===== config.mk =====
export PLATFORM = sky130hd
export DESIGN_NAME = fc_mac_engine
export DESIGN_NICKNAME = d
export VERILOG_FILES = /design/src/rtl/fc_pkg.sv /design/src/rtl/fc_sat_relu.sv /design/src/rtl/fc_mac_engine.sv
export SDC_FILE = /design/constraint.sdc
export NUM_CORES = 2
export LEC_CHECK = 0
export BUFFER_PORTS_ARGS = -buffer_cell sky130_fd_sc_hd__buf_2
export CORE_AREA = 10 10 375 377
export CTS_CLUSTER_DIAMETER = 200
export DETAILED_ROUTE_END_ITERATION = 6
export DIE_AREA = 0 0 385 387
export PLACE_DENSITY = 0.54
export SLEW_MARGIN = 20
export SYNTH_ARGS = -nofsm -noshare
export SYNTH_HDL_FRONTEND = slang
export SYNTH_SLANG_ARGS = --single-unit

===== constraint.sdc =====
create_clock -name clk -period 8.9 [get_ports clk]
set_clock_uncertainty 0.15 [all_clocks]
set_input_delay 0 -clock clk [delete_from_list [all_inputs] [get_ports clk]]
set_output_delay 0 -clock clk [all_outputs]
set_load 0.02 [all_outputs]

===== src/rtl/fc_pkg.sv =====
// Shared constants and FSM state encoding for the fully-connected MAC engine.
package fc_pkg;

    localparam int DEF_SIZE      = 16;
    localparam int DEF_PRECISION = 11;

    typedef enum logic [1:0] {
        IDLE,
        ACCUM,
        DRAIN,
        OUT
    } state_t;

endpackage


===== src/rtl/fc_sat_relu.sv =====
// Final result stage: add bias, optional ReLU, then clamp to the signed word range.
module fc_sat_relu #(
    parameter int SIZE  = 16,
    parameter int ACC_W = 34
) (
    input  logic signed [ACC_W-1:0] i_acc,
    input  logic signed [SIZE-1:0]  i_bias,
    input  logic                    i_relu_en,
    output logic [SIZE-1:0]         o_value,
    output logic                    o_sat
);

    // One extra bit so accumulator + bias can never wrap before the clamp.
    localparam int SUM_W = ACC_W + 1;
    localparam logic signed [SUM_W-1:0] MAX_V = SUM_W'((1 <<< (SIZE - 1)) - 1);
    localparam logic signed [SUM_W-1:0] MIN_V = SUM_W'(-(1 <<< (SIZE - 1)));

    logic signed [SUM_W-1:0] w_sum;
    logic signed [SUM_W-1:0] w_relu;

    always_comb begin
        // NOTE: every output of a combinational block gets a default first so no latch is inferred.
        o_value = '0;
        o_sat   = 1'b0;
        w_sum   = SUM_W'(i_acc) + SUM_W'(i_bias);
        w_relu  = (i_relu_en && w_sum[SUM_W-1]) ? '0 : w_sum;
        if (w_relu > MAX_V) begin
            o_value = MAX_V[SIZE-1:0];
            o_sat   = 1'b1;
        end else if (w_relu < MIN_V) begin
            o_value = MIN_V[SIZE-1:0];
            o_sat   = 1'b1;
        end else begin
            o_value = w_relu[SIZE-1:0];
        end
    end

endmodule


===== src/rtl/fc_mac_engine.sv =====
// One-neuron fully-connected MAC: LANES products per beat, 2-stage pipeline,
// bias/ReLU/saturation on the result, valid/ready handshakes on both sides.
module fc_mac_engine
    import fc_pkg::*;
#(
    parameter int SIZE      = DEF_SIZE,
    parameter int PRECISION = DEF_PRECISION,
    parameter int LANES     = 4,
    parameter int CNT_W     = 10
) (
    input  logic                    clk,
    input  logic                    rst_n,
    input  logic                    start,
    input  logic [CNT_W-1:0]        num_beats,
    input  logic [SIZE-1:0]         bias,
    input  logic                    relu_en,
    input  logic                    in_valid,
    output logic                    in_ready,
    input  logic [LANES*SIZE-1:0]   in_values,
    input  logic [LANES*SIZE-1:0]   in_weights,
    output logic                    out_valid,
    input  logic                    out_ready,
    output logic [SIZE-1:0]         out_value,
    output logic                    out_sat,
    output logic                    busy
);

    localparam int PROD_W = 2 * SIZE;
    localparam int ACC_W  = 2 * SIZE + $clog2(LANES);

    state_t                  r_state;
    state_t                  w_next_state;
    logic [CNT_W-1:0]        r_num_beats;
    logic [CNT_W-1:0]        r_beat_cnt;
    logic signed [SIZE-1:0]  r_bias;
    logic                    r_relu_en;
    logic                    r_drain_cnt;
    logic                    r_p1_valid;
    logic signed [PROD_W-1:0] r_prod [LANES];
    logic signed [PROD_W-1:0] w_prod [LANES];
    logic signed [ACC_W-1:0] r_acc;
    logic signed [ACC_W-1:0] w_lane_sum;
    logic [SIZE-1:0]         r_out_value;
    logic                    r_out_sat;
    logic [SIZE-1:0]         w_res_value;
    logic                    w_res_sat;
    logic                    w_accept;
    logic                    w_last_beat;

    assign in_ready    = (r_state == ACCUM) && (r_beat_cnt < r_num_beats);
    assign w_accept    = in_valid && in_ready;
    assign w_last_beat = (r_beat_cnt == r_num_beats - CNT_W'(1));
    assign out_valid   = (r_state == OUT);
    assign busy        = (r_state != IDLE);
    assign out_value   = r_out_value;
    assign out_sat     = r_out_sat;

    always_ff @(posedge clk) begin
        if (!rst_n) r_state <= IDLE;
        else        r_state <= w_next_state;
    end

    always_comb begin
        w_next_state = r_state;
        unique case (r_state)
            IDLE:  if (start) w_next_state = (num_beats == '0) ? DRAIN : ACCUM;
            ACCUM: if (w_accept && w_last_beat) w_next_state = DRAIN;
            DRAIN: if (r_drain_cnt) w_next_state = OUT;
            OUT:   if (out_ready) w_next_state = IDLE;
            default: w_next_state = IDLE;
        endcase
    end

    // Full-width signed products; operands are sign-extended before multiplying.
    always_comb begin
        w_lane_sum = '0;
        for (int l = 0; l < LANES; l++) begin
            w_prod[l]  = PROD_W'($signed(in_values[l*SIZE +: SIZE])) *
                         PROD_W'($signed(in_weights[l*SIZE +: SIZE]));
            w_lane_sum = w_lane_sum + ACC_W'(r_prod[l]);
        end
    end

    fc_sat_relu #(
        .SIZE  (SIZE),
        .ACC_W (ACC_W)
    ) u_sat_relu (
        .i_acc     (r_acc),
        .i_bias    (r_bias),
        .i_relu_en (r_relu_en),
        .o_value   (w_res_value),
        .o_sat     (w_res_sat)
    );

    always_ff @(posedge clk) begin
        if (!rst_n) begin
            // NOTE: the product pipeline is reset too, so an aborted neuron leaves nothing behind.
            for (int l = 0; l < LANES; l++) r_prod[l] <= '0;
            r_p1_valid  <= 1'b0;
            r_acc       <= '0;
            r_beat_cnt  <= '0;
            r_num_beats <= '0;
            r_bias      <= '0;
            r_relu_en   <= 1'b0;
            r_drain_cnt <= 1'b0;
            r_out_value <= '0;
            r_out_sat   <= 1'b0;
        end else begin
            // NOTE: non-blocking assignments so every register samples pre-edge values.
            r_p1_valid <= w_accept;
            if (w_accept) begin
                for (int l = 0; l < LANES; l++) r_prod[l] <= w_prod[l] >>> PRECISION;
            end
            if (r_p1_valid) r_acc <= r_acc + w_lane_sum;
            r_drain_cnt <= (r_state == DRAIN) ? ~r_drain_cnt : 1'b0;

            unique case (r_state)
                IDLE: if (start) begin
                    r_bias      <= $signed(bias);
                    r_num_beats <= num_beats;
                    r_relu_en   <= relu_en;
                    r_acc       <= '0;
                    r_beat_cnt  <= '0;
                end
                ACCUM: if (w_accept) r_beat_cnt <= r_beat_cnt + CNT_W'(1);
                DRAIN: if (r_drain_cnt) begin
                    r_out_value <= w_res_value;
                    r_out_sat   <= w_res_sat;
                end
                default: ;
            endcase
        end
    end

endmodule


==> flow_summary_export.csv <==
group,metric,value,unit
timing,fmax,160,MHz
worst_setup_path,r2r_slack,3.11,ns
global_route,grtUsageMet1,23.8,%
die,die_area,149000,um^2
clocking,clk_pin_slew,0.07,ns
global_route,grt_util_all_layers,17.0,%
flow_run,drv_cap,0,
worst_hold_path,worst_hold_startpoint,"in_valid",
clocking,cts.sinks,176,
routing,wire_per_inst,16.9,um
worst_setup_path,r2r_start,"r_prod[2][1]$_SDFFCE_PN0P_",
yosys,synth.most_common_cell,"inv_1",
placement,io_buffers,179,
clocking,cts_tree,"done",
worst_setup_path,critPathLaunchType,"primary input",
run_status,outcome,"finished, final reports clean",
global_route,grt_overflow,0,
routing,drc,0,
clocking,htreeDepth,4,
timing,setup_violations,0,
placement,gp_congestion,0.820,
final_layout,syn_to_final_growth,7.45,%
die,die-width,385,um
routing,num_vias,34700,
yosys,async_flop_share,0,%
routing,firstDrtPassIters,5,
routing,drtAntennaViolNets,0,
timing,finalMaxSlewViolations,0,
routing,wl,122000,um
worst_setup_path,r2r-end,"r_acc[33]$_SDFF_PN0_",
routing,drt_iter0_drc,1494,
clocking,cts-resized-gates,0,
global_route,grt_pass1_wl,205000,um
yosys,ys_ff_latch,176,
global_route,grt_pass1_vias,38700,
timing,hold_viol_final,0,
placement,dpl.hpwl,102000,um
worst_setup_path,setup.worst_path.end_class,"flip-flop",
timing,relSlewSlack,33.9,%
global_route,met3_usage,1.45,%
final_layout,drive_gt1_share,4.94,%
clocking,root_buffer,"clkbuf_16",
timing,tightestPinTransition,0.990,ns
die,core_area,133000,um^2
yosys,syn_area,50200,um^2
yosys,avgSynthCellArea,9.40,um^2
worst_setup_path,critPathMaxFanout,16,
global_route,antenna_found_initial,4,
worst_setup_path,worstSetupPathType,"in2reg",
clocking,postCtsSetupBuffers,0,
timing,period_share,70.4,%
worst_setup_path,crit_arrival,6.42,ns
global_route,top_usage_layer,"met2",
clocking,cts_buffer_depth,2,
die,io_pins,180,
timing,tns,0,ns
worst_setup_path,crit_start,"in_values[63]",
timing,rsz0062_at_grt,"false",
yosys,synth_cells,5347,
worst_hold_path,min_path_type,"in2reg",
yosys,synth_cell_types,87,
yosys,syn_nets,7051,
yosys,synth-seq-area-share,8.69,%
die,die_h,387,um
die,initial_utilization,37.8,%
yosys,synth_flop_cell,"dfxtp_1",
worst_setup_path,required,9.05,ns
yosys,synthTopCellsByCount,"inv_1 (1205), fa_1 (1143), nand2_1 (611)",
global_route,grt_max_degree,57,
clocking,numCtsBuffers,17,
clocking,clkLatencyLatePin,0.46,ns
yosys,yosysTopAreaCell,"fa_1",
yosys,synth.area.top_cells,"fa_1 (46%), ha_1 (10%), inv_1 (9.0%)",
worst_setup_path,rr_worst_depth,18,
worst_setup_path,endpoint,"r_prod[3][30]$_SDFFCE_PN0P_",
final_layout,layout.nets,7138,
yosys,yosysTopAreaCellShare,45.5,%
yosys,synth_edf_count,84,
final_layout,fill_cells,13400,
yosys,yosys_warnings,0,
die,rows,134,
routing,avgViaCountPerCell,4.80,
timing,fin_crit,6.27,ns
final_layout,diodes,0,
global_route,met2_usage,29.1,%
## cell families after synthesis
logic type | after synthesis | synth area share [%]
AOI/OAI and AO/OA | 469 | 6.15
xor gates and xnor gates | 184 | 3.22
adders and majority gates | 1544 | 55.5
buffers and inverters | 1386 | 10.4
DFF | 176 | 8.69
muxes | 40 | 0.802
and+or+nand+nor | 1548 | 15.2
## flip-flops by register name, indices dropped and copies added, names as in the netlist, 2 cells and up
| signal | flops |
|---|---|
| out_value | 16 |
| r_state | 2 |
| r_bias | 16 |
| r_prod | 84 |
| r_beat_cnt | 10 |
| r_acc | 34 |
| r_num_beats | 10 |
## layout make-up
type / instances / area (um^2) / area share, %
Multi-Input combinational cell: 3785 / 40600 / 75.3
Inverter: 1205 / 4520 / 8.38
Sequential cell: 176 / 4370 / 8.09
Tap cell: 1768 / 2210 / 4.10
Timing Repair Buffer: 249 / 1570 / 2.92
Clock buffer: 22 / 528 / 0.978
Clock inverter: 9 / 138 / 0.255
## critical path, stage by stage
cell and delay [ns]:
buf_2 0.20, nand2_1 0.14, inv_1 0.10, fa_1 0.75, fa_1 0.53, fa_1 0.50
fa_1 0.50, fa_1 0.49, inv_1 0.05, fa_1 0.47, inv_1 0.04, ha_1 0.32
a21o_1 0.19, a21o_1 0.17, a22o_1 0.20, or4_1 0.40, a21o_1 0.19, a21oi_1 0.25
a21oi_1 0.17, nand4_1 0.12, nand3_1 0.11, or3_1 0.37, a21oi_1 0.15
## placed cells by master, fill, tap and decap left out, types with 58 or more instances in the layout
| cell | instances |
|---|---|
| buf_2 | 179 |
| a21oi_1 | 154 |
| nor2_1 | 213 |
| xnor2_1 | 132 |
| nand2_1 | 610 |
| o21ai_0 | 80 |
| dlygate4sd3_1 | 58 |
| inv_1 | 1206 |
| ha_1 | 401 |
| dfxtp_1 | 91 |
| and2_1 | 486 |
| edfxtp_1 | 84 |
| fa_1 | 1143 |
## layer usage
| layer | wire length (um) | share of wire, % | vias up |
|---|---|---|---|
| met5 | 0 | 0 | - |
| met4 | 1370 | 1.1 | 0 |
| met3 | 3360 | 2.8 | 81 |
| met2 | 59800 | 49 | 506 |
| met1 | 57200 | 47 | 17800 |
| li1 | - | - | 16300 |
## what timing repair did
action | in CTS | in global routing
endpoints found under the hold margin | 47 | 0
hold buffers | 58 | 0
setup endpoints to repair | 0 | 0
## metrics by stage
stage / hold slack (ns) / std cells / instance area (um^2) / worst slack, ns / util [%]
6_report: 0.0711 / 7214 / 54000 / 2.63 / 40.6
5_1_grt: 0.119 / 7214 / 54000 / 2.21 / 40.6
4_1_cts: 0.0447 / 7213 / 54000 / 2.66 / 40.6
3_5_place_dp: 0.0989 / 7124 / 52700 / 2.18 / 39.7
3_3_place_gp: 0.0971 / 7124 / 52700 / 2.29 / 39.7
2_1_floorplan: -0.0140 / 5347 / 50200 / 2.69 / -
## worst min path at each step
stage                                            end  slack, ns  depth (start not counted)
final                     r_beat_cnt[4]$_SDFFE_PN0P_       0.07                          4
after global routing      r_beat_cnt[4]$_SDFFE_PN0P_       0.12                          4
after CTS                    r_state[0]$_SDFFE_PN0P_       0.04                          5
after detailed placement     r_bias[13]$_SDFFE_PN0P_        0.1                          3
after global placement       r_bias[13]$_SDFFE_PN0P_        0.1                          3
after floorplan               r_bias[0]$_SDFFE_PN0P_      -0.01                          2
Power is not shown: default switching activity piles up to over one toggle a cycle in this logic, so the estimate is an artifact.
